<file path="src/rtl/decq_pkg.sv">
// Shared types and widths for the decode issue queue and its scoreboard.
package decq_pkg;

   localparam int unsigned DECQ_NUM_ISET  = 2;
   localparam int unsigned DECQ_PAYLOAD_W = 160;
   localparam int unsigned DECQ_REG_ID_W  = 5;
   localparam int unsigned SB_W           = 2 ** DECQ_REG_ID_W;
   localparam int unsigned ISET_W         = $clog2(DECQ_NUM_ISET);

   typedef logic [ISET_W-1:0] iset_t;

   localparam iset_t ISET_ARM   = iset_t'(0);
   localparam iset_t ISET_THUMB = iset_t'(1);

   typedef struct packed {
      logic [DECQ_PAYLOAD_W-1:0] payload;
      logic [SB_W-1:0]           rs_mask;
      logic                      rd_en;
      logic [DECQ_REG_ID_W-1:0]  rd_id;
      logic                      rd2_en;
      logic [DECQ_REG_ID_W-1:0]  rd2_id;
      iset_t                     iset;
   } decq_entry_t;

endpackage

</file>
<file path="src/rtl/decq_scoreboard.sv">
// Pending-write register scoreboard: set on issue, clear on writeback, and
// RAW/WAW hazard check of one candidate entry against the registered state.
module decq_scoreboard
   import decq_pkg::*;
(
   input  logic                     clk,
   input  logic                     rst,
   input  logic [SB_W-1:0]          chk_rs_mask,
   input  logic                     chk_rd_en,
   input  logic [DECQ_REG_ID_W-1:0] chk_rd_id,
   input  logic                     chk_rd2_en,
   input  logic [DECQ_REG_ID_W-1:0] chk_rd2_id,
   input  logic                     set_en,
   input  logic                     set_rd_en,
   input  logic [DECQ_REG_ID_W-1:0] set_rd_id,
   input  logic                     set_rd2_en,
   input  logic [DECQ_REG_ID_W-1:0] set_rd2_id,
   input  logic                     wb_en,
   input  logic [DECQ_REG_ID_W-1:0] wb_id,
   input  logic                     wb2_en,
   input  logic [DECQ_REG_ID_W-1:0] wb2_id,
   output logic                     hazard_c
);

   logic [SB_W-1:0] sb_q;
   logic [SB_W-1:0] sb_d;

   // Clears first so an issue to the same register in the same cycle wins.
   always_comb begin
      sb_d = sb_q;
      if (wb_en)                sb_d[wb_id]      = 1'b0;
      if (wb2_en)               sb_d[wb2_id]     = 1'b0;
      if (set_en && set_rd_en)  sb_d[set_rd_id]  = 1'b1;
      if (set_en && set_rd2_en) sb_d[set_rd2_id] = 1'b1;
   end

   always_ff @(posedge clk or posedge rst) begin
      if (rst) sb_q <= '0;
      else     sb_q <= sb_d;
   end

   assign hazard_c = (|(chk_rs_mask & sb_q))
                   || (chk_rd_en  && sb_q[chk_rd_id])
                   || (chk_rd2_en && sb_q[chk_rd2_id]);

endmodule

</file>
<file path="src/rtl/decode_issue_queue.sv">
// Decoder channel mux, DEPTH-entry issue FIFO and scoreboard-gated issue.
// Define DECQ_BYPASS_EN for zero-latency issue through an empty queue.
module decode_issue_queue
   import decq_pkg::*;
#(
   parameter int unsigned NUM_ISET  = DECQ_NUM_ISET,
   parameter int unsigned PAYLOAD_W = DECQ_PAYLOAD_W,
   parameter int unsigned DEPTH     = 4,
   parameter int unsigned REG_ID_W  = DECQ_REG_ID_W
) (
   input  logic                             clk,
   input  logic                             rst,
   input  logic [$clog2(NUM_ISET)-1:0]      iset_sel,
   input  logic [NUM_ISET-1:0]              in_valid,
   input  logic [NUM_ISET*PAYLOAD_W-1:0]    in_payload,
   input  logic [NUM_ISET*(2**REG_ID_W)-1:0] in_rs_mask,
   input  logic [NUM_ISET-1:0]              in_rd_en,
   input  logic [NUM_ISET-1:0]              in_rd2_en,
   input  logic [NUM_ISET*REG_ID_W-1:0]     in_rd_id,
   input  logic [NUM_ISET*REG_ID_W-1:0]     in_rd2_id,
   output logic                             in_ready,
   output logic                             out_valid,
   input  logic                             out_ready,
   output logic [PAYLOAD_W-1:0]             out_payload,
   output logic                             out_rd_en,
   output logic                             out_rd2_en,
   output logic [REG_ID_W-1:0]              out_rd_id,
   output logic [REG_ID_W-1:0]              out_rd2_id,
   output logic [$clog2(NUM_ISET)-1:0]      out_iset,
   input  logic                             wb_en,
   input  logic                             wb2_en,
   input  logic [REG_ID_W-1:0]              wb_id,
   input  logic [REG_ID_W-1:0]              wb2_id,
   input  logic                             flush,
   output logic [$clog2(DEPTH):0]           count
);

   localparam int unsigned PTR_W = $clog2(DEPTH);
   localparam int unsigned CNT_W = PTR_W + 1;
   localparam int unsigned SEL_W = $clog2(NUM_ISET);
   localparam int unsigned RS_W  = 2 ** REG_ID_W;

   decq_entry_t      mem [DEPTH];
   logic [PTR_W-1:0] wr_ptr;
   logic [PTR_W-1:0] rd_ptr;
   logic [CNT_W-1:0] cnt_q;

   decq_entry_t sel_entry;
   decq_entry_t head_entry;
   decq_entry_t issue_entry;
   logic        sel_valid;
   logic        empty;
   logic        full;
   logic        hazard;
   logic        bypass;
   logic        push;
   logic        pop;
   logic        fifo_pop;

   logic [SB_W-1:0]          chk_rs_mask;
   logic                     chk_rd_en;
   logic [DECQ_REG_ID_W-1:0] chk_rd_id;
   logic                     chk_rd2_en;
   logic [DECQ_REG_ID_W-1:0] chk_rd2_id;

   // Channel mux; an iset_sel with no matching channel never pushes.
   always_comb begin
      sel_entry = '0;
      sel_valid = 1'b0;
      for (int c = 0; c < NUM_ISET; c++) begin
         if (iset_sel == SEL_W'(c)) begin
            sel_valid         = in_valid[c];
            sel_entry.payload = in_payload[c*PAYLOAD_W +: PAYLOAD_W];
            sel_entry.rs_mask = in_rs_mask[c*RS_W +: RS_W];
            sel_entry.rd_en   = in_rd_en[c];
            sel_entry.rd_id   = in_rd_id[c*REG_ID_W +: REG_ID_W];
            sel_entry.rd2_en  = in_rd2_en[c];
            sel_entry.rd2_id  = in_rd2_id[c*REG_ID_W +: REG_ID_W];
            sel_entry.iset    = ISET_W'(c);
         end
      end
   end

   assign empty      = (cnt_q == '0);
   assign full       = (cnt_q == CNT_W'(DEPTH));
   assign head_entry = mem[rd_ptr];
   assign in_ready   = !full && !flush;

`ifdef DECQ_BYPASS_EN
   assign {chk_rs_mask, chk_rd_en, chk_rd_id, chk_rd2_en, chk_rd2_id} = empty
      ? {sel_entry.rs_mask, sel_entry.rd_en, sel_entry.rd_id, sel_entry.rd2_en, sel_entry.rd2_id}
      : {head_entry.rs_mask, head_entry.rd_en, head_entry.rd_id, head_entry.rd2_en, head_entry.rd2_id};
   assign bypass = empty && sel_valid && !flush && out_ready && !hazard;
`else
   assign {chk_rs_mask, chk_rd_en, chk_rd_id, chk_rd2_en, chk_rd2_id} =
      {head_entry.rs_mask, head_entry.rd_en, head_entry.rd_id, head_entry.rd2_en, head_entry.rd2_id};
   assign bypass = 1'b0;
`endif

   decq_scoreboard u_sb (
      .clk         (clk),
      .rst         (rst),
      .chk_rs_mask (chk_rs_mask),
      .chk_rd_en   (chk_rd_en),
      .chk_rd_id   (chk_rd_id),
      .chk_rd2_en  (chk_rd2_en),
      .chk_rd2_id  (chk_rd2_id),
      .set_en      (pop),
      .set_rd_en   (issue_entry.rd_en),
      .set_rd_id   (issue_entry.rd_id),
      .set_rd2_en  (issue_entry.rd2_en),
      .set_rd2_id  (issue_entry.rd2_id),
      .wb_en       (wb_en),
      .wb_id       (wb_id),
      .wb2_en      (wb2_en),
      .wb2_id      (wb2_id),
      .hazard_c    (hazard)
   );

   // Outputs track the head entry, or the bypassed bundle, else zero.
   always_comb begin
      issue_entry = '0;
      if (!empty)      issue_entry = head_entry;
      else if (bypass) issue_entry = sel_entry;
   end

   assign out_valid   = (!empty && !hazard && !flush) || bypass;
   assign out_payload = issue_entry.payload;
   assign out_rd_en   = issue_entry.rd_en;
   assign out_rd_id   = issue_entry.rd_id;
   assign out_rd2_en  = issue_entry.rd2_en;
   assign out_rd2_id  = issue_entry.rd2_id;
   assign out_iset    = issue_entry.iset;
   assign count       = cnt_q;

   assign pop      = out_valid && out_ready;
   assign fifo_pop = pop && !empty;
   assign push     = sel_valid && in_ready && !bypass;

   always_ff @(posedge clk or posedge rst) begin
      if (rst) begin
         wr_ptr <= '0;
         rd_ptr <= '0;
         cnt_q  <= '0;
      end else if (flush) begin
         wr_ptr <= '0;
         rd_ptr <= '0;
         cnt_q  <= '0;
      end else begin
         if (push)     wr_ptr <= wr_ptr + PTR_W'(1);
         if (fifo_pop) rd_ptr <= rd_ptr + PTR_W'(1);
         if (push && !fifo_pop)      cnt_q <= cnt_q + CNT_W'(1);
         else if (!push && fifo_pop) cnt_q <= cnt_q - CNT_W'(1);
      end
   end

   always_ff @(posedge clk) begin
      if (push) mem[wr_ptr] <= sel_entry;
   end

endmodule
</file>
<file path="config.mk">
export PLATFORM = sky130hd
export DESIGN_NAME = decode_issue_queue
export DESIGN_NICKNAME = d
export VERILOG_FILES = /design/src/rtl/decq_pkg.sv /design/src/rtl/decq_scoreboard.sv /design/src/rtl/decode_issue_queue.sv
export SDC_FILE = /design/constraint.sdc
export NUM_CORES = 1
export LEC_CHECK = 0
export ABC_AREA = 1
export BUFFER_PORTS_ARGS = -buffer_cell sky130_fd_sc_hd__buf_2
export CAP_MARGIN = 20
export CORE_MARGIN = 3
export CORE_UTILIZATION = 61
export CTS_CLUSTER_SIZE = 16
export DETAILED_ROUTE_END_ITERATION = 6
export HOLD_SLACK_MARGIN = 0.05
export PLACE_DENSITY = 0.85
export SYNTH_ARGS = -nofsm -noshare
export SYNTH_HDL_FRONTEND = slang
export SYNTH_SLANG_ARGS = --single-unit
</file>
<file path="constraint.sdc">
create_clock -name clk -period 21.8 [get_ports clk]
set_input_delay 4.36 -clock clk [delete_from_list [all_inputs] [get_ports clk]]
set_output_delay 4.36 -clock clk [all_outputs]
set_load 0.01 [all_outputs]
</file>
==> results of run 1 <==
## Yosys cell counts (2+ instances only)
cell and number:
a21oi_1 171, buf_1 16, buf_2 16, buf_4 6
buf_6 8, clkbuf_1 147, dfrtp_1 39, edfxtp_1 820
ha_1 4, inv_1 58, inv_2 7, mux2_2 205
nand2_1 220, nand2_2 2, nand3_1 133, nand3_2 4
nand3b_1 3, nand4_1 46, nor2_1 761, nor2_4 2
nor3_1 22, o211ai_1 23, o21ai_0 376, o21ai_1 20
o221ai_1 8, o22ai_1 29
## through the flow
step / std cells / utilization, % / area [um^2] / total power (uW) / hold WS [ps]
after detailed placement: 4375 / 68.3 / 40800 / 2890 / 640
after global routing: 4524 / 72.8 / 43400 / 4440 / 694
final: 4524 / 72.8 / 43400 / 4290 / 651
after global placement: 4375 / 68.3 / 40800 / 2870 / 620
after CTS: 4522 / 72.8 / 43400 / 4290 / 650
after floorplan: 3156 / - / 37200 / 2530 / 551
## report_power, final
part / internal [uW] / leakage, uW / switching [uW]
Sequential: 1900 / 0.00798 / 34.7
Clock: 803 / 0.00131 / 606
Combinational: 277 / 0.00703 / 670
Total: 2980 / 0.0163 / 1310
## sequential cells by signal (all words and copies together), names as in the netlist
| name | flops |
|---|---|
| u_sb.sb_q | 32 |
| rd_ptr | 2 |
| count | 3 |
| mem | 820 |
| wr_ptr | 2 |
## kinds of logic (layout without fill, tap and decap cells)
kind of cell | count (synthesis) | count (layout)
AND/OR/NAND/NOR | 1197 | 1197
AO/OA/AOI/OAI | 631 | 631
adder cells (fa/ha/maj) | 5 | 5
flip-flops | 859 | 859
buffers and inverters | 259 | 854
multiplexers | 205 | 205
## final timing paths
check / startpoint / to / depth (start not counted)
hold / removal: wr_ptr[1] / wr_ptr[1] / 2
min in group asynchronous: rst / u_sb.sb_q[1] / 3
setup / recovery: flush / out_valid / 9
max in group asynchronous: rst / rd_ptr[1] / 3
setup reg to reg: rd_ptr[0] / count[1] / 19
hold reg to reg: wr_ptr[1] / wr_ptr[1] / 2
## final cells by class
type | count | area share [%]
Tap cell | 773 | 2.23
Inverter | 66 | 0.605
Multi-Input combinational cell | 2038 | 24.4
Timing Repair Buffer | 641 | 7.67
Clock inverter | 47 | 1.13
Sequential cell | 859 | 58.9
Clock buffer | 100 | 5.02
## per-layer routing
metal | vias up | routed length, um
li1 | 12400 | -
met1 | 13000 | 35600
met2 | 1677 | 51000
met3 | 313 | 9590
met4 | 0 | 5060
met5 | - | 0
## critical path: stages
cell and delay [ps]:
buf_2 140, nor2_1 120, nand2_1 70, nor2_1 100, nand2_1 80, nor2_2 170
nand2_1 80, nor2_1 190, buf_2 180
==> results.cfg, run 1 <==
[placement]
place.gp.congestion = 1.01
io_buffers = 604
post-place-ws_ps = 11970
hpwl_mm = 61.7

[grt]
grt_pass1_vias = 26500
antenna_found_initial = 1
grtUsageMet1_pct = 38.5
grt-ovfl-total = 0
use_met3_pct = 6.11
grt_use_total_pct = 30.9
grt_pass1_wl_mm = 150
grt_max_degree = 197
met2_usage_pct = 52.6
grt_busiest_layer = met2

[yosys]
synth_cell_type_count = 36
synth_xor_area_share_pct = 0
synth_top_area_share_pct = 66.1
synth-edff-count = 820
yosysWarnings = 0
synth_compound_area_share_pct = 8.85
yosys.area_share.adder_pct = 0.188
netlist_instances = 3156
synth_fp_nets = 3588
synthTopCellsByArea = edfxtp_1 (66%), nor2_1 (7.7%), mux2_2 (6.2%)
synth_top_family_by_area = simple AND/OR/NAND/NOR gates
synth-main-ff-cell = edfxtp_1
synth-async-reset-ratio_pct = 4.54
synth.avg_cell_area_um2 = 11.8
yosysSeqAreaShare_pct = 68.7
synth_top_cell_by_area = edfxtp_1
ys_ff_latch = 859
syn_area_um2 = 37200
synth_mux_area_share_pct = 6.20
synthSimpleGateAreaFrac_pct = 13.1

[worst_hold_path]
hold_class = flop to flop

[routing]
viasPerCell = 6.05
drcViolationCount = 8
vias = 27400
first_pass_iters = 7
drt_iter0_drc = 2918
routedWlPerCell_um = 22.4
wl_mm = 101
ant_nets = 0

[clocking]
clk_pin_slew_ps = 60
clock_latency_ps = 640
numCtsBuffers = 83
cts_tree = built
cts_resized = 0
cts-root-buf = clkbuf_16
clockBufferDepth = 3
cts_setup_buffers = 0
clock-sinks = 859
htree_levels = 3
ctsHoldBuffers = 0

[timing]
worstMarginPinSlew_ps = 1120
clock-skew-final_ps = 16.2
slew_headroom_pct = 25.6
fmax_ghz = 0.102
maxSlewViolCount = 0
finalWorstSetupSlack_ps = 11960
finalSetupViolCount = 0
rsz0062_at_grt = no
fin_crit_ps = 9840
hold_viol_final = 0
final_min_period_over_clock_period_pct = 45.1
fin_setup_tns_ps = 0

[finish]
area_delta_synth_final_pct = 16.7
insertedDiodeCount = 0
multi_input_area_um2 = 10600
final_common_cell = edfxtp_1
regArea_um2 = 25600
mostFrequentLayoutCells = edfxtp_1 (820), nor2_1 (756), buf_2 (604), o21ai_0 (376), nand2_1 (220)
drive_gt1_share_pct = 26.6
fillers = 3781
nets = 4121

[setup_path]
arrival_ps = 5480
end_kind = primary output
worstPathMaxFanout = 6
startpoint_type = primary input
required_ps = 17440
rrSetupSlack_ps = 16670
worstSetupPathType = primary input to primary output

[run_status]
outcome = complete, but fails checks
failed_checks = DRC

[run]
drv_cap = 0

[floorplanning]
dieArea_um2 = 64000
die_h_um = 253
die-width_um = 253
io_pins = 605
coreArea_um2 = 59700
start_util_pct = 62.4
rows = 89

[power_and_ir_drop]
power-per-cell-area_nw_per_um2 = 98.7
power.static_leakage_uw = 0.0163
vdd_ir_drop_max_uv = 77.6
(Power assumes the default switching activity.)
==> run 2: changes to the inputs <==
Settings changed: CORE_UTILIZATION 61 to 57, PLACE_DENSITY 0.85 to 0.8.
Clock period 21.8 ns to 9.61 ns, I/O delays scaled along.
==> results.cfg, run 2 (same netlist as run 1, synthesis figures left out) <==
[routing]
wl_mm = 99.6
wl_met3_mm = 8.32
ant_nets = 0
drcViolationCount = 0
dr.max_layer_used = met4
viasPerCell = 5.85
routedWlPerCell_um = 21.6
met1_length_mm = 36.3
wl_met2_mm = 50.2
first_pass_iters = 6
vias = 27000
drt_iter0_drc = 2846

[finish]
largest_reg_flops = 820
largest_register = mem
area_delta_synth_final_pct = 17.3
mostFrequentLayoutCells = edfxtp_1 (820), nor2_1 (756), buf_2 (603), o21ai_0 (376), nand2_1 (220)
multi_input_area_um2 = 10600
finish.instance_area_um2 = 43700
insertedDiodeCount = 0
drive_gt1_share_pct = 26.4
fillers = 4536
final_common_cell = edfxtp_1
nets = 4120
final_cells = 4606
regArea_um2 = 25600

[clocking]
clockBufferDepth = 3
htree_levels = 3
clk_pin_slew_ps = 60
numCtsBuffers = 86
ctsHoldBuffers = 0
clock-sinks = 859
cts_resized = 0
clock_latency_ps = 630
cts_setup_buffers = 0
cts-root-buf = clkbuf_16
cts_tree = built

[worst_hold_path]
hold_class = flop to flop
hold_start = wr_ptr[1]

[power_and_ir_drop]
swShare_pct = 30.1
power_frac_comb_pct = 21.7
power-per-cell-area_nw_per_um2 = 226
vdd_ir_drop_max_uv = 230
clkPwrFrac_pct = 33.8
power.switching_uw = 2970
pwr-share-seq_pct = 44.4
p_int_uw = 6880
total_power_uw = 9850
power.static_leakage_uw = 0.0164

[placement]
placed_cells = 4454
io_buffers = 604
place.gp.congestion = 0.963
hpwl_mm = 61.4
dpl_cell_area_um2 = 40800

[setup_path]
reg2reg_from = rd_ptr[1]
rrSetupSlack_ps = 4440
reg2reg_depth = 18
required_ps = 7690
startpoint_type = flop
arrival_ps = 4930
end_kind = primary output
endpoint = out_valid
r2r_end = u_sb.sb_q[11]
crit_path_start = rd_ptr[1]
worstSetupPathType = flop to primary output
worstPathMaxFanout = 79

[grt]
grt_pass1_wl_mm = 147
antenna_found_initial = 0
grt_use_total_pct = 28.1
grt-ovfl-total = 0
grt_max_degree = 201
grt_pass1_vias = 25700

[timing]
final_min_period_over_clock_period_pct = 71.3
hold_viol_final = 0
slew_headroom_pct = 13.6
finalSetupViolCount = 0
maxSlewViolCount = 0
fin_crit_ps = 6850
rsz0062_at_grt = no
clock-skew-final_ps = 22.4
fmax_ghz = 0.146
holdWs_ps = 646
worstMarginPinSlew_ps = 1300

[floorplanning]
rows = 93
die_h_um = 262
coreArea_um2 = 64600
dieArea_um2 = 68400
die-width_um = 262
start_util_pct = 57.7
io_pins = 605

[run]
drv_cap = 0

[run_status]
outcome = finished clean
## run 2: cell types whose count changed in the layout (fill, tap and decap cells not counted), sizes merged
cell and change:
buf -3, bufinv +3, clkbuf +2, clkinv -1, inv -1
## run 2: layout make-up
class	count	share of cell area, %
flip-flops and latches	859	58.6
well taps	855	2.45
clock buffers	103	5.15
clock inverters	48	1.27
multi-input cells	2038	24.3
repair buffers	637	7.61
inverters	66	0.602
## run 2: stage by stage
| stage | setup TNS (ps) | setup WS (ps) | utilization, % |
|---|---|---|---|
| 2_1_floorplan | -1740850 | -2120 | - |
| 3_3_place_gp | 0 | 3510 | 63.2 |
| 3_5_place_dp | 0 | 3500 | 63.2 |
| 4_1_cts | 0 | 2790 | 67.6 |
| 5_1_grt | 0 | 2520 | 67.6 |
| 6_report | 0 | 2760 | 67.6 |
## run 2: worst min-delay path by stage
stage,cells after the start,slack [ps],endpoint
floorplan,2,550,u_sb.sb_q[28]
global placement,2,620,wr_ptr[1]
detailed placement,2,640,wr_ptr[1]
CTS,2,640,wr_ptr[1]
global route,2,690,wr_ptr[0]
finish,2,650,wr_ptr[1]
## run 2: critical path: stages, from the launching register on
cell and delay, ps:
dfrtp_4 790, inv_6 560, buf_4 810, nand3_2 350, nand2_2 410, inv_2 140, nand2_1 90, nand3_1 80
nand3_1 80, nand2_1 90, nand2_1 80, nand2_1 70, nor2_1 100, nor2_1 60, nor2_1 320, buf_2 210
## run 2: power by group through the flow
stage | Sequential [uW] | Combinational [uW] | Clock (uW)
global route | 4390 | 2320 | 3520
floorplan | 4470 | 1270 | 0
finish | 4380 | 2140 | 3330
CTS | 4370 | 2120 | 3370
global placement | 4450 | 2070 | 0
detailed placement | 4450 | 2100 | 0
## run 2: metal layers
layer / GRT usage [%] / vias up
met3: 5.21 / 262
met1: 35.7 / 13000
met5: 0 / -
met2: 47.5 / 1341
met4: 12.3 / 0
li1: - / 12400
